[src/rtl/tob_serializer_pkg.sv]
// -----------------------------------------------------------------------------
// tob_serializer_pkg
//
// Shared types and constants for the top-of-book serializer.
//   bookLevelType  : one book level, {price[31:0], shares[63:0]}
//   tob_snap_t     : a full top-of-book snapshot, {bid, ask}
//   tob_state_e    : serializer FSM states
//   TOB_MSG_BYTES  : bytes per wire message (header + seq + snapshot)
//   TOB_HDR_BYTE   : default constant first byte of every message
//   tob_msg_byte() : selects one byte of the big-endian wire message
// -----------------------------------------------------------------------------
package tob_serializer_pkg;

  typedef struct packed {
    logic [31:0] price;
    logic [63:0] shares;
  } bookLevelType;

  typedef struct packed {
    bookLevelType bid;
    bookLevelType ask;
  } tob_snap_t;

  typedef enum logic {
    ST_IDLE,
    ST_SEND
  } tob_state_e;

  localparam int          TOB_MSG_BYTES = 26;
  localparam int          TOB_MSG_BITS  = TOB_MSG_BYTES * 8;
  localparam logic [7:0]  TOB_HDR_BYTE  = 8'hB0;
  localparam logic [4:0]  TOB_LAST_IDX  = 5'(TOB_MSG_BYTES - 1);

  // Byte idx of the message {hdr, seq, bid.price, bid.shares, ask.price,
  // ask.shares}, byte 0 being the most significant. Shifting the wanted byte
  // to the top keeps the select a plain constant slice.
  function automatic logic [7:0] tob_msg_byte(
    input logic [7:0] hdr,
    input logic [7:0] seq,
    input tob_snap_t  snap,
    input logic [4:0] idx
  );
    logic [TOB_MSG_BITS-1:0] msg;
    msg = {hdr, seq, snap} << {idx, 3'b000};
    return msg[TOB_MSG_BITS-1 -: 8];
  endfunction

endpackage : tob_serializer_pkg

[src/rtl/tob_serializer.sv]
// -----------------------------------------------------------------------------
// tob_serializer
//
// Snapshots best bid/ask on every book update and streams each snapshot as a
// 26-byte big-endian message on a valid/ready byte interface. Updates equal to
// the last queued snapshot are dropped (when SUPPRESS_DUP = 1). Updates that
// arrive while a message is in flight are held in a single pending slot; a
// newer update overwrites an older pending one and is counted as coalesced.
//
// Parameters:
//   HDR_BYTE      constant first byte of every message
//   SUPPRESS_DUP  1: drop updates equal to the last queued snapshot
//
// Ports:
//   clkIn          in   book clock
//   rstBIn         in   asynchronous active-low reset
//   bookValidIn    in   one-cycle strobe, bidIn/askIn valid
//   bidIn, askIn   in   best bid / best ask levels
//   txDataOut      out  message byte
//   txValidOut     out  txDataOut valid
//   txLastOut      out  final byte of the message
//   txReadyIn      in   downstream accepts the byte when high with txValidOut
//   coalesceCntOut out  saturating count of overwritten pending snapshots
// -----------------------------------------------------------------------------
module tob_serializer
  import tob_serializer_pkg::*;
#(
  parameter logic [7:0] HDR_BYTE     = TOB_HDR_BYTE,
  parameter bit         SUPPRESS_DUP = 1'b1
) (
  input  logic         clkIn,
  input  logic         rstBIn,
  input  logic         bookValidIn,
  input  bookLevelType bidIn,
  input  bookLevelType askIn,
  output logic [7:0]   txDataOut,
  output logic         txValidOut,
  output logic         txLastOut,
  input  logic         txReadyIn,
  output logic [15:0]  coalesceCntOut
);

  // ---------------------------------------------------------------------------
  // State
  // ---------------------------------------------------------------------------
  tob_state_e  state_q,      state_d;
  tob_snap_t   active_q,     active_d;      // snapshot currently on the wire
  logic [7:0]  active_seq_q, active_seq_d;  // seq stamped on active
  tob_snap_t   pend_q,       pend_d;        // newest snapshot waiting to send
  logic        pend_vld_q,   pend_vld_d;
  tob_snap_t   last_q,       last_d;        // most recently queued snapshot
  logic [4:0]  byte_cnt_q,   byte_cnt_d;    // index of the byte on txDataOut
  logic [7:0]  seq_q,        seq_d;         // next seq to stamp
  logic [15:0] coal_q,       coal_d;
  logic [7:0]  tx_data_q,    tx_data_d;
  logic        tx_valid_q,   tx_valid_d;
  logic        tx_last_q,    tx_last_d;

  tob_snap_t   upd_snap;
  logic        is_dup;
  logic        upd;
  logic        hs;
  logic        final_hs;

  assign upd_snap = {bidIn, askIn};
  assign is_dup   = SUPPRESS_DUP && (upd_snap == last_q);
  assign upd      = bookValidIn && !is_dup;
  assign hs       = tx_valid_q && txReadyIn;
  assign final_hs = hs && (byte_cnt_q == TOB_LAST_IDX);

  // ---------------------------------------------------------------------------
  // Next-state logic
  // ---------------------------------------------------------------------------
  always_comb begin
    // NOTE: every variable written here gets a default first, so no path can
    // leave one unassigned and infer a latch.
    state_d      = state_q;
    active_d     = active_q;
    active_seq_d = active_seq_q;
    pend_d       = pend_q;
    pend_vld_d   = pend_vld_q;
    last_d       = last_q;
    byte_cnt_d   = byte_cnt_q;
    seq_d        = seq_q;
    coal_d       = coal_q;

    // Every accepted update becomes the reference for dedup, whether it goes
    // straight to active or waits in pending.
    if (upd) begin
      last_d = upd_snap;
    end

    case (state_q)
      ST_IDLE: begin
        if (upd) begin
          active_d     = upd_snap;
          active_seq_d = seq_q;
          seq_d        = seq_q + 8'd1;
          byte_cnt_d   = '0;
          state_d      = ST_SEND;
        end
      end

      ST_SEND: begin
        if (final_hs) begin
          byte_cnt_d = '0;
          if (pend_vld_q) begin
            // Older pending goes out next; a simultaneous update takes its
            // place in pending without counting as a coalesce.
            active_d     = pend_q;
            active_seq_d = seq_q;
            seq_d        = seq_q + 8'd1;
            pend_vld_d   = upd;
            if (upd) begin
              pend_d = upd_snap;
            end
          end else if (upd) begin
            active_d     = upd_snap;
            active_seq_d = seq_q;
            seq_d        = seq_q + 8'd1;
          end else begin
            state_d = ST_IDLE;
          end
        end else begin
          if (hs) begin
            byte_cnt_d = byte_cnt_q + 5'd1;
          end
          if (upd) begin
            pend_d     = upd_snap;
            pend_vld_d = 1'b1;
            if (pend_vld_q && (coal_q != 16'hFFFF)) begin
              coal_d = coal_q + 16'd1;
            end
          end
        end
      end

      default: state_d = ST_IDLE;
    endcase

    // Outputs are computed from next state so they can be registered while
    // still presenting byte 0 the cycle after the snapshot is loaded. With no
    // handshake nothing above changes, so the byte holds during a stall.
    tx_valid_d = (state_d == ST_SEND);
    tx_last_d  = tx_valid_d && (byte_cnt_d == TOB_LAST_IDX);
    tx_data_d  = tx_valid_d ? tob_msg_byte(HDR_BYTE, active_seq_d, active_d, byte_cnt_d)
                            : 8'h00;
  end

  // ---------------------------------------------------------------------------
  // Registers
  // ---------------------------------------------------------------------------
  // NOTE: sequential state uses non-blocking assignments so every register
  // samples the pre-edge value of every other register.
  always_ff @(posedge clkIn or negedge rstBIn) begin
    if (!rstBIn) begin
      state_q      <= ST_IDLE;
      active_q     <= '0;
      active_seq_q <= '0;
      pend_q       <= '0;
      pend_vld_q   <= 1'b0;
      last_q       <= '0;
      byte_cnt_q   <= '0;
      seq_q        <= '0;
      coal_q       <= '0;
      tx_data_q    <= '0;
      tx_valid_q   <= 1'b0;
      tx_last_q    <= 1'b0;
    end else begin
      state_q      <= state_d;
      active_q     <= active_d;
      active_seq_q <= active_seq_d;
      pend_q       <= pend_d;
      pend_vld_q   <= pend_vld_d;
      last_q       <= last_d;
      byte_cnt_q   <= byte_cnt_d;
      seq_q        <= seq_d;
      coal_q       <= coal_d;
      tx_data_q    <= tx_data_d;
      tx_valid_q   <= tx_valid_d;
      tx_last_q    <= tx_last_d;
    end
  end

  assign txDataOut      = tx_data_q;
  assign txValidOut     = tx_valid_q;
  assign txLastOut      = tx_last_q;
  assign coalesceCntOut = coal_q;

endmodule : tob_serializer

[config.mk]
export PLATFORM = sky130hd
export DESIGN_NAME = tob_serializer
export DESIGN_NICKNAME = d
export VERILOG_FILES = /design/src/rtl/tob_serializer_pkg.sv /design/src/rtl/tob_serializer.sv
export SDC_FILE = /design/constraint.sdc
export NUM_CORES = 1
export LEC_CHECK = 0
export BUFFER_PORTS_ARGS = -buffer_cell sky130_fd_sc_hd__buf_2
export CAP_MARGIN = 20
export CORE_MARGIN = 10
export CORE_UTILIZATION = 50
export DETAILED_ROUTE_END_ITERATION = 12
export PLACE_DENSITY = 0.68
export SYNTH_ARGS = -nofsm -noshare
export SYNTH_HDL_FRONTEND = slang
export SYNTH_SLANG_ARGS = --single-unit
export TNS_END_PERCENT = 1
[constraint.sdc]
create_clock -name clkIn -period 3 [get_ports clkIn]
set_input_delay 0 -clock clkIn [delete_from_list [all_inputs] [get_ports clkIn]]
set_output_delay 0 -clock clkIn [all_outputs]
set_load 0.01 [all_outputs]
# == Word level (Yosys, flattened, before mapping) ==
# Index checks and enable logic that the tools add are counted.
# op_classes
mul,0
add_sub_neg,3
n_reduce_logical,10
n_lt_le_gt_ge,0
eq_ne,6
bitwise,2
shifts,1
mux,27
div_mod_pow,0
# ops
operator,n
192-bit 2-to-1 mux,6
192-bit one-hot mux with 2 select lines,1
208-bit by 8-bit left shift with 208-bit output,1
192-bit equality test,1
8-bit 2-to-1 mux,7
8-bit one-hot mux with 2 select lines,2
16-bit by 1-bit adder with 16-bit output (second input constant),1
16-bit inequality test (second input constant),1
5-bit 2-to-1 mux,3
5-bit equality test (second input constant),2
5-bit one-hot mux with 2 select lines,1
8-bit by 1-bit adder with 8-bit output (second input constant),1
1-bit 2-to-1 mux,6
5-bit by 1-bit adder with 5-bit output (second input constant),1
1-bit logical AND,5
2-bit AND reduction,2
4-bit AND reduction,1
2-bit by 1-bit inequality test with 1-bit output (second input constant),1
2-bit inequality test (second input constant),1
1-bit NOT,2
1-bit one-hot mux with 2 select lines,1
2-bit nonzero test,1
1-bit zero test,1
# totals
register_bits,624
memories,0
latchBits,0
in_bits,196
ram_bits,0
elab_cells,69
rom_bits,0

# == Logic depth before layout (Yosys ltp) ==
# depth
ltp_word,9
depth_mapped,17

# == Least setup slack after synthesis ==
# OpenSTA, ideal clock, no wires.
# synth_path
kind,reg-to-reg
from,register last_q[48] (netlist bit)
to,"register tx_data_q[4], in the netlist txDataOut[4]"
setup_ns,0.143
t_arrival_ns,2.745
setup_slack_ns,0.112
required_time_ns,2.857
stages_incl_launch_ff,14
period_less_slack_ns,2.888
cell_sequence,dfrtp_1 > xor2_1 > nor4_1 > nand4_1 > nor4_2 > a41o_2 > nor2_1 > buf_2 > a222oi_1 > a21oi_1 > o211ai_1 > nor2_1 > nor4_1 > nor4_2
# synth_between
elab_chain_len,9
elab_cells_between_ends,19
# synth_rtl
item,line,rtl
from (decl),tob_serializer.sv:51,"tob_snap_t last_q, last_d;"
from (signal assigned),tob_serializer.sv:175,last_q <= last_d;
192-bit equality test *,tob_serializer.sv:66,assign is_dup = SUPPRESS_DUP && (upd_snap == last_q);
1-bit zero test *,tob_serializer.sv:67,assign upd = bookValidIn && !is_dup;
1-bit logical AND *,tob_serializer.sv:67,
192-bit 2-to-1 mux or 8-bit 2-to-1 mux (tied branches),"tob_serializer.sv:95, tob_serializer.sv:117",
192-bit 2-to-1 mux or 8-bit 2-to-1 mux (tied branches),tob_serializer.sv:107,if (pend_vld_q) begin
192-bit 2-to-1 mux or 8-bit 2-to-1 mux (tied branches),tob_serializer.sv:105,if (final_hs) begin
192-bit one-hot mux with 2 select lines or 8-bit one-hot mux with 2 select lines (tied branches),tob_serializer.sv:93,case (state_q)
208-bit by 8-bit left shift with 208-bit output,tob_serializer_pkg.sv:44,"msg = {hdr, seq, snap} << {idx, 3'b000};"
8-bit 2-to-1 mux *,tob_serializer.sv:146,"tx_data_d = tx_valid_d ? tob_msg_byte(HDR_BYTE, active_seq_d, active_d, byte_cnt_d)"
via tx_data_d[4],tob_serializer.sv:55,"logic [7:0] tx_data_q, tx_data_d;"
to (signal assigned),tob_serializer.sv:179,tx_data_q <= tx_data_d;
to (decl),tob_serializer.sv:55,
# Mark *: on every way through the listed nets, which the timed path passes. The rest lies on a longest branch.
# A chain may end at the register's enable or synchronous reset.

# == Final worst setup path ==
# layout_path
from,register last_q[126] (netlist bit)
to,"register tx_data_q[5], in the netlist txDataOut[5]"
# Same word-level chain as after synthesis.

==> out/summary.md <==
The maximum VDD drop is 0.634 mV, and the hold violation total from the final report is 0. Yosys mapped a number of flops with a built-in enable equal to 0. The maximum fanout encountered on the critical timing path was 7; the number of detailed-routing iterations run before antenna repair was 10.

The critical path buffer and inverter count was 4; the period utilization was 130%. The final weighted congestion of routability-driven global placement was 0.996; the final max-slew violation count was 0. TritonCTS built the clock tree.

Among all stages on the critical path, the largest delay is contributed by sky130_fd_sc_hd__nor4_4. The die is 257 um tall. The first global-routing pass estimated 156 mm of wire. After floorplanning, the core was sized to cover 0.0554 mm^2. Across all hold checks on the routed design, the worst slack comes to 83.3 ps. The clock transition at the registers of the reported paths is 60 ps, and the top achievable clock speed is 0.256 GHz. The floorplan row count came out at 86.

The tightest min-delay check is of the in2async type. The relative slew slack came out at 38.2%. Data arrival at the endpoint of the critical path: 4420 ps. The initial utilization of the core area, before any placement, comes to 50.8%. The tree is rooted in a sky130_fd_sc_hd__clkbuf_16. Entering global routing, the biggest net connects 110 pins. The minimum setup slack after placement was -1440 ps; the count of input and output buffers was 221. The detail route stage leaves a number of antenna-violating nets equal to 0. The top-area cell type share of the netlist area came out at 55.5%. Detailed placement ended at an HPWL of 73.1 mm. Subtracting the final worst setup slack from the clock period gives 3910 ps.

The level count of the clock H-tree is 3. The tools report the final worst slack as -912 ps. The number of distinct library cells after synthesis is 56, and the transition time of the tightest slew-check pin is 926 ps. The die covers 0.0662 mm^2. The run gives 55.5% as the portion of the post-synthesis area used by sequential elements. The top-level port count came out at 222. The die is 257 um wide. A synthesized cell averages 12.1 um^2.

For the number of placed cells counting well taps, the log shows 3642. The run gives 3 as the maximum clock path buffer count. The tools report the TritonCTS buffer count as 69.

The tools report the final clock skew as 20.5 ps. The type of the setup path with the least slack was reg2reg. For this design, the sink count on the clock tree is 624.

Area overhead of the layout relative to synthesis: 41.5%. Max-cap violations in this run came to 0. The detailed router's first-iteration violation count was 3018; the number of synthesized register bits was 624. The run gives 2329 as the gate count after technology mapping. Setup repair after global routing could not meet its margin everywhere. The largest total area in the synthesized netlist belongs to sky130_fd_sc_hd__dfrtp_1. Overall power consumption: 29.5 mW.

Counting every net in the synthesized netlist gives 2529. Global routing used 30.9% of the available tracks. Clock latency on the worst-skew pair, taken at its later pin, is 620 ps. Dividing the detail-routed wire length by the instance count gives 27.0 um. Ranked by total cell area, the synthesized netlist is headed by sky130_fd_sc_hd__dfrtp_1 (55%), sky130_fd_sc_hd__mux2_2 (15%), sky130_fd_sc_hd__xor2_1 (5.3%), sky130_fd_sc_hd__a222oi_1 (3.8%), sky130_fd_sc_hd__nand2_1 (2.4%).

Setup violations remaining at the end of the flow were counted as 476. The final reports fail on negative setup slack. The via count of the first global-routing pass was 24900; the total power density per cell area was 741 mW/mm^2.

The tools report the number of design rule violations left after detail routing as 0. The run finished, with violations left. Yosys instantiated no cell more often than sky130_fd_sc_hd__dfrtp_1.

The routed design has 108 mm of wire. Critical path launch point type: a register. Summing every instance area after synthesis gives 0.0281 mm^2.

Walking the worst path, the cells encountered are xor2_2 > nor4_4 > nand4_1 > nor4_2 > buf_4 > buf_6 > a41o_4 > nor2_4 > buf_12 > a222oi_1 > buf_4 > a21oi_2 > a22o_1 > nor4_2 > a21oi_1 > o21a_1. The run gives 18.8 nW as the leakage power. Dividing the detail-routed via count by the number of cells gives 6.03. The data required time at the worst endpoint is 3510 ps, and the share of post-route cells with drive strength above 1 is 42.2%. The Yosys step of the flow raised 0 warnings.

For this run the aggregate overflow at the end of global routing stands at 0. The initial antenna violation count is 6. The kind of cell adding the most delay to the critical path is simple AND/OR/NAND/NOR gates. The logs give 3396 for the final-stage net count and 24100 for the routed via count.

In the synthesized netlist the dominant register cell turns out to be sky130_fd_sc_hd__dfrtp_1. Once layout is complete, the cells apart from fillers number 3996. The stage delay of the slowest cell on the critical path came out at 470 ps. The share of async-settable or async-resettable flops after synthesis was 100%; the instance area at placement was 0.0338 mm^2.

After routing the design area is 0.0398 mm^2. The kind of capture point of the worst setup path is a register. Ranked by instance count, the synthesized netlist is headed by sky130_fd_sc_hd__dfrtp_1 (624), sky130_fd_sc_hd__mux2_2 (382), sky130_fd_sc_hd__nand2_1 (180).
## worst paths after layout
| check | start | to | slack, ps | cells past startpoint |
|---|---|---|---|---|
| worst max-delay path | last_q[126]$_DFFE_PN0N_ | txDataOut[5]$_DFF_PN0_ | -910 | 16 |
| worst min-delay path | rstBIn | coalesceCntOut[7]$_DFFE_PN0P_ | 80 | 3 |
| worst max register to register | last_q[126]$_DFFE_PN0N_ | txDataOut[5]$_DFF_PN0_ | -910 | 16 |
| worst min register to register | active_q[11]$_DFF_PN0_ | active_q[11]$_DFF_PN0_ | 460 | 2 |
| max in group asynchronous | rstBIn | active_q[71]$_DFF_PN0_ | 2320 | 3 |
| min in group clkIn | txReadyIn | pend_vld_q$_DFFE_PN0P_ | 80 | 5 |
## area by class of cell
class                   instances  area [um^2]
fillers                      3715        15600
multi-input cells            1444        12800
clock inverters                19          205
repair buffers                938         7850
inverters                     119          447
flip-flops and latches        624        15600
clock buffers                 101         2000
diodes                          3         7.51
well taps                     748          936
## per-layer routing
| metal | wire [um] | vias to the layer above | track usage, % |
|---|---|---|---|
| li1 | - | 10200 | - |
| met1 | 42900 | 12400 | 40.0 |
| met2 | 50600 | 1247 | 49.5 |
| met3 | 9400 | 236 | 6.93 |
| met4 | 5010 | 0 | 13.1 |
| met5 | 0 | - | 0 |
## power by group
group / leakage (nW) / internal (mW) / switching (mW)
Sequential: 7.69 / 9.88 / 0.838
Combinational: 10.1 / 4.65 / 5.73
Clock: 1.08 / 4.89 / 3.52
## sequential cells by signal (all words and copies together) (netlist names)
register        flops
pend_vld_q          1
active_q          192
txValidOut          1
last_q            192
txLastOut           1
pend_q            192
seq_q               8
byte_cnt_q          5
txDataOut           8
coalesceCntOut     16
active_seq_q        8
## placed cells by master (no fill, tap or decap), types with 8 or more instances in the layout
cell | synthesis | layout
sky130_fd_sc_hd__nor2_2 | 0 | 8
sky130_fd_sc_hd__a21oi_1 | 55 | 30
sky130_fd_sc_hd__a221o_1 | 8 | 8
sky130_fd_sc_hd__a211oi_1 | 21 | 14
sky130_fd_sc_hd__clkbuf_8 | 0 | 13
sky130_fd_sc_hd__nand2_1 | 180 | 172
sky130_fd_sc_hd__clkbuf_1 | 64 | 18
sky130_fd_sc_hd__a222oi_1 | 106 | 106
sky130_fd_sc_hd__nor4_2 | 3 | 17
sky130_fd_sc_hd__buf_2 | 46 | 220
sky130_fd_sc_hd__a22oi_2 | 0 | 10
sky130_fd_sc_hd__o211ai_1 | 50 | 50
sky130_fd_sc_hd__a211oi_2 | 1 | 8
sky130_fd_sc_hd__xor2_1 | 169 | 164
sky130_fd_sc_hd__dfrtp_1 | 624 | 624
sky130_fd_sc_hd__clkbuf_16 | 0 | 78
sky130_fd_sc_hd__inv_2 | 2 | 13
sky130_fd_sc_hd__nor3_1 | 9 | 8
sky130_fd_sc_hd__nor4_4 | 0 | 19
sky130_fd_sc_hd__dlygate4sd3_1 | 0 | 193
sky130_fd_sc_hd__buf_6 | 9 | 15
sky130_fd_sc_hd__buf_12 | 0 | 44
sky130_fd_sc_hd__nor2_1 | 88 | 79
sky130_fd_sc_hd__mux2_2 | 382 | 247
sky130_fd_sc_hd__inv_1 | 117 | 106
sky130_fd_sc_hd__a22oi_1 | 80 | 70
sky130_fd_sc_hd__clkinv_2 | 0 | 8
sky130_fd_sc_hd__o22ai_1 | 32 | 32
sky130_fd_sc_hd__xnor2_1 | 47 | 43
sky130_fd_sc_hd__and3_1 | 11 | 10
sky130_fd_sc_hd__mux2_4 | 0 | 135
sky130_fd_sc_hd__buf_4 | 9 | 450
sky130_fd_sc_hd__nand4_1 | 23 | 23
sky130_fd_sc_hd__nand3_1 | 57 | 53
sky130_fd_sc_hd__a21oi_2 | 2 | 25
sky130_fd_sc_hd__nor4_1 | 49 | 16
sky130_fd_sc_hd__o21ai_0 | 17 | 13
## cell families after synthesis
logic type      share of synthesized area [%]
flops                                    55.5
fa+ha+maj                               0.178
mux                                      15.4
simple gates                             7.07
xor+xnor                                 6.72
compound gates                           11.1
buf+inv                                  4.07
## through the flow
| step | utilization [%] | TNS, ps |
|---|---|---|
| 2_1_floorplan | - | 0 |
| 3_3_place_gp | 61.0 | -354030 |
| 3_5_place_dp | 61.0 | -355530 |
| 4_1_cts | 69.8 | -75830 |
| 5_1_grt | 71.9 | -133680 |
| 6_report | 71.9 | -81320 |
## worst register-to-register path, delay by kind of cell (launching register included)
family / cells / cell delay, ps
xor gates and xnor gates: 1 / 180
DFF: 1 / 400
buffers and inverters: 4 / 670
and+or+nand+nor: 5 / 1420
AOI/OAI and AO/OA: 6 / 1130
## repair_timing
| action | 4_1_cts | 5_1_grt |
|---|---|---|
| cloned | 3 | 8 |
| resized for setup | 95 | 224 |
| endpoints found under the hold margin | 1055 | 0 |
| pin swaps | 29 | 51 |
| buffers inserted | 21 | 7 |
| hold buffers | 194 | 0 |
| endpoints found under the setup margin | 624 | 601 |
(Power assumes the default switching activity.)
